## src/rtl/logic_unit.sv

```systemverilog
// logic_unit: applies one of eight bitwise operations to two WIDTH-bit
// operands and queues each result, with its zero flag, in a 2-entry buffer
// behind a valid/ready interface. Also counts accepted operations.
//
// Optional feature macro: LOGIC_UNIT_REDUCE_EN. When it is defined, each
// entry also stores the XOR-reduction of its result, and that bit is
// shown on the parity port.
//
// Ports:
//   clk        in   clock, rising edge
//   rst        in   synchronous active-high reset
//   in_valid   in   operand set offered
//   in_ready   out  buffer holds fewer than 2 entries
//   a, b       in   WIDTH-bit operands
//   op         in   3-bit operation select
//   out_valid  out  head entry valid
//   out_ready  in   consumer takes the head entry
//   y          out  head entry result
//   zero       out  head entry result was all zeros
//   op_count   out  accepted operations, modulo 2^CNT_W
//   parity     out  head entry XOR-reduction (LOGIC_UNIT_REDUCE_EN only)
module logic_unit #(
  parameter int WIDTH = 8,
  parameter int CNT_W = 16
) (
  input  logic             clk,
  input  logic             rst,
  input  logic             in_valid,
  output logic             in_ready,
  input  logic [WIDTH-1:0] a,
  input  logic [WIDTH-1:0] b,
  input  logic [2:0]       op,
  output logic             out_valid,
  input  logic             out_ready,
  output logic [WIDTH-1:0] y,
  output logic             zero,
  output logic [CNT_W-1:0] op_count
`ifdef LOGIC_UNIT_REDUCE_EN
  ,
  output logic             parity
`endif
);

  // Bitwise operation selected by the opcode.
  function automatic logic [WIDTH-1:0] calc_result(
    input logic [WIDTH-1:0] fa,
    input logic [WIDTH-1:0] fb,
    input logic [2:0]       fop
  );
    logic [WIDTH-1:0] r;
    case (fop)
      3'd0:    r = fa & fb;
      3'd1:    r = fa | fb;
      3'd2:    r = ~(fa & fb);
      3'd3:    r = ~(fa | fb);
      3'd4:    r = ~fb;
      3'd5:    r = fa ^ fb;
      3'd6:    r = ~(fa ^ fb);
      3'd7:    r = fa;
      default: r = {WIDTH{1'b0}};
    endcase
    return r;
  endfunction

  // XOR-reduction of a result word.
  function automatic logic reduce_parity(input logic [WIDTH-1:0] v);
    return ^v;
  endfunction

  logic [WIDTH-1:0] y_mem_q [2];
  logic             z_mem_q [2];
`ifdef LOGIC_UNIT_REDUCE_EN
  logic             p_mem_q [2];
`endif
  logic             wr_ptr_q, wr_ptr_d;
  logic             rd_ptr_q, rd_ptr_d;
  logic [1:0]       count_q, count_d;
  logic [CNT_W-1:0] op_count_q, op_count_d;

  logic [WIDTH-1:0] result_s;
  logic             push_s;
  logic             pop_s;

  // in_ready depends only on stored occupancy, never on out_ready, so a
  // full buffer refuses a push even in a cycle where it is being popped.
  assign in_ready  = (count_q < 2'd2);
  assign out_valid = (count_q != 2'd0);
  assign push_s    = in_valid & in_ready;
  assign pop_s     = out_valid & out_ready;
  assign result_s  = calc_result(a, b, op);

  assign y        = y_mem_q[rd_ptr_q];
  assign zero     = z_mem_q[rd_ptr_q];
  assign op_count = op_count_q;
`ifdef LOGIC_UNIT_REDUCE_EN
  assign parity   = p_mem_q[rd_ptr_q];
`endif

  // Next-state for occupancy, pointers and the accept counter.
  always_comb begin
    count_d    = count_q;
    wr_ptr_d   = wr_ptr_q;
    rd_ptr_d   = rd_ptr_q;
    op_count_d = op_count_q;
    case ({push_s, pop_s})
      2'b10:   count_d = count_q + 2'd1;
      2'b01:   count_d = count_q - 2'd1;
      default: count_d = count_q;
    endcase
    if (push_s) begin
      wr_ptr_d   = wr_ptr_q + 1'b1;
      op_count_d = op_count_q + CNT_W'(1);
    end else begin
      wr_ptr_d   = wr_ptr_q;
      op_count_d = op_count_q;
    end
    if (pop_s) begin
      rd_ptr_d = rd_ptr_q + 1'b1;
    end else begin
      rd_ptr_d = rd_ptr_q;
    end
  end

  // State registers and buffer storage; reset clears every entry so the
  // head outputs read zero while empty.
  always_ff @(posedge clk) begin
    if (rst) begin
      count_q    <= 2'd0;
      wr_ptr_q   <= 1'b0;
      rd_ptr_q   <= 1'b0;
      op_count_q <= {CNT_W{1'b0}};
      for (int i = 0; i < 2; i++) begin
        y_mem_q[i] <= {WIDTH{1'b0}};
        z_mem_q[i] <= 1'b0;
`ifdef LOGIC_UNIT_REDUCE_EN
        p_mem_q[i] <= 1'b0;
`endif
      end
    end else begin
      count_q    <= count_d;
      wr_ptr_q   <= wr_ptr_d;
      rd_ptr_q   <= rd_ptr_d;
      op_count_q <= op_count_d;
      if (push_s) begin
        y_mem_q[wr_ptr_q] <= result_s;
        z_mem_q[wr_ptr_q] <= (result_s == {WIDTH{1'b0}});
`ifdef LOGIC_UNIT_REDUCE_EN
        p_mem_q[wr_ptr_q] <= reduce_parity(result_s);
`endif
      end
    end
  end

endmodule

```

## config.mk

```make
export PLATFORM = sky130hd
export DESIGN_NAME = logic_unit
export DESIGN_NICKNAME = d
export VERILOG_FILES = /design/src/rtl/logic_unit.sv
export SDC_FILE = /design/constraint.sdc
export NUM_CORES = 1
export LEC_CHECK = 0
export BUFFER_PORTS_ARGS = -buffer_cell sky130_fd_sc_hd__buf_2
export CORE_MARGIN = 2
export CORE_UTILIZATION = 60
export DETAILED_ROUTE_END_ITERATION = 16
export GPL_TIMING_DRIVEN = 0
export PLACE_DENSITY = 0.85
export SLEW_MARGIN = 20
export SYNTH_ARGS = -nofsm -noshare
export SYNTH_HDL_FRONTEND = slang
export SYNTH_SLANG_ARGS = --single-unit
```

## constraint.sdc

```tcl
create_clock -name clk -period 3.1 [get_ports clk]
set_input_delay 0.155 -clock clk [delete_from_list [all_inputs] [get_ports clk]]
set_output_delay 0.155 -clock clk [all_outputs]
set_load 0.03 [all_outputs]
```

Word-level counts from Yosys, hierarchy flattened
Memories as Yosys holds them, arrays and structs flattened. A register that Yosys moved wholly into a read port is not among the register bits.
Cells that the tools add are included.
Widths: inputs -> output; s select.
Storage, ports and cells
  flip-flop bits (word level): 20
  memory bits (writable): 18
  input bits: 23
  word-level logic and storage cells: 53
  memories: 2
Operators by class
  add/subtract/negate cells: 5
  order comparisons: 1
  equality and inequality tests: 9
  muxes and demuxes: 17
  bitwise gates (word level): 9
  reductions and logical operators: 6
Memories
  y_mem_q: depth 2, bits a word 8, read ports 1, clocked after memory_dff 1, wr ports 2, RTL line 70  | logic [WIDTH-1:0] y_mem_q [2];
  z_mem_q: depth 2, bits a word 1, read ports 1, clocked after memory_dff 1, wr ports 2, RTL line 71  | logic z_mem_q [2];
Operators with widths (count)
  $pmux 8 s8: 1
  $not 8->8: 4
  $add 16x1->16 const B: 1
  $mux 1: 14
  $eq 3x3->1 const B: 4
  $and 8x8->8: 1
  $logic_not 8->1: 1
  $mux 8: 1
  $or 8x8->8: 1
  $reduce_or 8->1: 1
  $xor 8x8->8: 1
  $eq 3x2->1 const B: 2
  $pmux 2 s2: 1
  $reduce_bool 2->1: 2
  $eq 3x1->1 const B: 1
  $logic_not 3->1: 1
  $add 1x1->1 const B: 2
  $add 2x1->2 const B: 1
  $and 1x1->1: 2
  $eq 2x1->1 const B: 1
  $eq 2x2->1 const B: 1
  $lt 2x2->1 const B: 1
  $sub 2x1->2 const B: 1
  $reduce_or 1->1: 1

Longest topological paths before layout
  depth after elaboration: 7
  depth in mapped cells: 7
  depth with buffers taken out: 7

Worst setup path after synthesis
OpenSTA, ideal clock, no wires.
  kind: register -> register
  from: reg count_q[0]
  to: reg count_q[1]
  arrival: 1.690 ns
  required time: 3.029 ns
  slack: 1.339 ns
  cell stages (with the launch flop): 6
  cells stage by stage: dfxtp_1 or2_2 and2_1 ha_1 or3_1 a21oi_1
Between the ends
  longest elaborated chain between the ends: 4
  elaborated cells on any way between the ends: 10
Ends and longest elaborated chain
  start, declared: RTL line 77  | logic [1:0] count_q, count_d;
  start signal, assigned: RTL line 140  | count_q <= count_d;
  $reduce_bool 2->1 (*): RTL line 87  | assign out_valid = (count_q != 2'd0);
  named net out_valid: RTL line 33  | output logic out_valid,
  $and 1x1->1 (*): RTL line 89  | assign pop_s = out_valid & out_ready;
  named net pop_s: RTL line 82  | logic pop_s;
  $eq 2x1->1 / $eq 2x2->1 (equally long branches): RTL line 105  | case ({push_s, pop_s})
  $pmux 2 s2 / $reduce_bool 2->1 (equally long branches)
The timed path passes the listed nets; every way through them passes the cells marked *.
A chain may end at the register's enable or synchronous reset.

==> reports/metrics.csv <==
stage,metric,value,unit
run_status,status,"finished, final reports clean",
clocking,clk_lat worst skew,0.30,ns
detailed_routing,drt pass-1 iters,4,
logic_synthesis,Cell variety after synth,49,
logic_synthesis,xor and xnor area share after synthesis,0.0749,
sta,final worst path period need,1.82,ns
finish,fraction of layout cells with a size suffix above 1,0.278,
clocking,Post-CTS Setup Bufs,0,
run,Max Cap Viol,0,
floorplan,I/O pin count,50,
floorplan,Die Y,71.0,um
critical_path,CP max-delay cell,nand2b_1,
detailed_routing,DR WL/cell,13.4,um
finish,Storage cell area,961,um^2
clocking,TritonCTS Buffers,5,
logic_synthesis,Post-synth EDFFs,18,
logic_synthesis,ys async rst share,0,
finish,Ant. Diodes,0,
clocking,Worst-path clk slew,0.08,ns
detailed_routing,Initial DRC Count,74,
critical_path,CP peak stage delay,0.42,ns
logic_synthesis,register area share after synthesis,0.357,
sta,"Setup violations, final",0,
logic_synthesis,Post-Synth Simple-Gate Area,0.207,
floorplan,Die W,71.0,um
clocking,CTS tree,built,
finish,Multi-input gate area,0.00155,mm^2
detailed_routing,antenna-violating nets left,0,
clocking,H-tree depth,2,
sta,Tcrit/Tclk final,0.588,
critical_path,family with the most delay on the worst path,simple AND/OR/NAND/NOR gates,
sta,final hold vios,0,
critical_path,crit path launch type,flip-flop,
global_routing,first-pass GRT wire length,9090,um
placement,Port-buffer cells,48,
global_routing,vias in the first global route,2124,
floorplan,initial core utilization,0.622,
sta,Rel. slew slack,0.432,
detailed_routing,via count,2200,
floorplan,die area,0.00504,mm^2
power,maximum vdd drop,0.254,mV
critical_path,Crit Path Class,flip-flop to flip-flop,
sta,worst slew pin tran,0.851,ns
clocking,PostCTS Resize Cnt,0,
logic_synthesis,Synth Area in Adders,0.0837,
finish,area growth from synthesis to layout,15.3,%
finish,Nets,385,
finish,fin util,0.718,
global_routing,Congestion Overflow GR,0,
logic_synthesis,area fraction in compound gates after synthesis,0.114,
sta,"Slew Viols, Final",0,
placement,gp weighted congestion,0.861,
sta,RSZ-0062 raised after global routing,false,
critical_path,cells along the critical path,nor2b_1 -> buf_4 -> inv_2 -> nor2_1 -> nand2_1 -> nand2b_1,
detailed_routing,final wirelength,5320,um
power,PD cells,540,mW/mm^2
floorplan,Core Rows,24,
sta,post-route setup TNS,0,ns
logic_synthesis,Synthesis Warnings,0,
logic_synthesis,top cell type's share of synthesized area,0.201,
clocking,clk sinks,39,
logic_synthesis,Post-Syn Instances,289,
critical_path,Worst setup EP type,flip-flop,
logic_synthesis,ranking of synthesized cells by area,"edfxtp_1 20%, dfxtp_1 16%, ha_1 8.4%",
global_routing,initial antenna violation count,0,
critical_path,Bufs and invs on worst path,2,
hold_path,Worst Hold Class,primary input to flip-flop,
logic_synthesis,Synth Area per Inst,9.31,um^2
clocking,Max Buffers Root-to-Sink,2,
placement,Post-DP HPWL,4140,um
detailed_routing,DRC,0,
floorplan,core area,0.00432,mm^2
clocking,CTS Hold Buffers Added,0,
critical_path,Worst Path Required,3.04,ns
logic_synthesis,post-synthesis mux area share,0.0963,
detailed_routing,Via density,5.54,
critical_path,"Max FO, Critical Path",9,
logic_synthesis,Yosys top cell by area,edfxtp_1,
sta,Fmax,548,MHz
critical_path,Worst EP arrival,1.76,ns
power,Leak,0.00138,uW
critical_path,"reg-to-reg slack, setup",1.28,ns
finish,filler cell count,342,
logic_synthesis,synthesized cell area,0.00269,mm^2
sta,Clock Skews,0.0102,ns
global_routing,total global-route track usage,0.224,
logic_synthesis,Syn Nets,330,
clocking,clock root cell,clkbuf_8,
logic_synthesis,Main synth FF type,dfxtp_1,
logic_synthesis,number of synthesized register bits,39,
logic_synthesis,largest family of logic cells by synthesized area,simple AND/OR/NAND/NOR gates,
global_routing,pin count of the biggest net entering global routing,14,
worst reg2reg max path: cells and delay by family (launching register included):
family,cells,cell delay (ns)
buf+inv,2,0.23
flops,1,0.34
simple gates,4,0.89
cell families after synthesis:
kind of cell               count (synthesis)
AOI/OAI and AO/OA                         42
xor gates and xnor gates                  23
adders and majority gates                 18
buffers and inverters                     34
DFF                                       39
muxes                                     24
and+or+nand+nor                          109
state kept, by name, summed over array words and instances (netlist names), named ones only:
signal and flops:
count_q 2, op_count 16, rd_ptr_q 1, wr_ptr_q 1
y_mem_q 16, z_mem_q 2
cells in the mapped netlist (8+ instances only):
cell,n
nor2_1,38
dfxtp_1,21
edfxtp_1,18
ha_1,18
inv_1,17
mux2_2,15
nand2_1,15
xnor2_1,14
a21oi_1,13
nor2b_1,11
mux2i_1,9
xor2_1,9
nand2b_1,8
cell usage in the layout, fill, tap and decap left out, drive strengths merged, types with 3 or more instances in the layout:
cell type and n:
and3 4, mux2i 9, nor2 39, nand3 6, o211ai 4, xor2 9
nor4 4, clkbuf 10, or3 7, a21oi 16, and4 3, nand2b 8
nand4 4, nand2 16, o21ai 9, xnor2 14, inv 20, edfxtp 18
nor2b 11, dfxtp 21, buf 58, ha 18, mux2 15
metrics by stage:
step	total power (uW)	cell area (um^2)	setup slack, ns	instances	hold slack, ns
final	1680	3100	1.28	397	0.0901
after global routing	1770	3100	1.08	397	0.121
after CTS	1690	3100	1.23	397	0.0878
after detailed placement	1300	3000	1.20	389	0.408
after global placement	1280	3000	1.23	389	0.402
after floorplan	1140	2690	1.34	289	0.224
power breakdown:
part           internal, uW  switching (uW)
clock                   207             178
sequential              621            38.7
combinational           250             381
final timing paths:
| check | from | endpoint | depth (start not counted) |
|---|---|---|---|
| hold reg to reg | op_count[12] | op_count[12] | 2 |
| setup / recovery | count_q[1] | z_mem_q[1] | 6 |
| setup reg to reg | count_q[1] | z_mem_q[1] | 6 |
| hold / removal | rst | op_count[14] | 2 |
metal layers:
layer	track usage	share of wire
met5	0	0
met4	0.0985	0.020
met3	0.0285	0.042
met2	0.398	0.51
met1	0.270	0.43
layout make-up:
cell class              count  share of cell area
clock buffers               6              0.0302
clock inverters             2             0.00444
plain buffers              14              0.0331
repair buffers             48              0.0774
well taps                  52              0.0210
flip-flops and latches     39               0.310
inverters                  20              0.0250
multi-input cells         216               0.499
No activity file was read; power rests on OpenSTA's default activity.
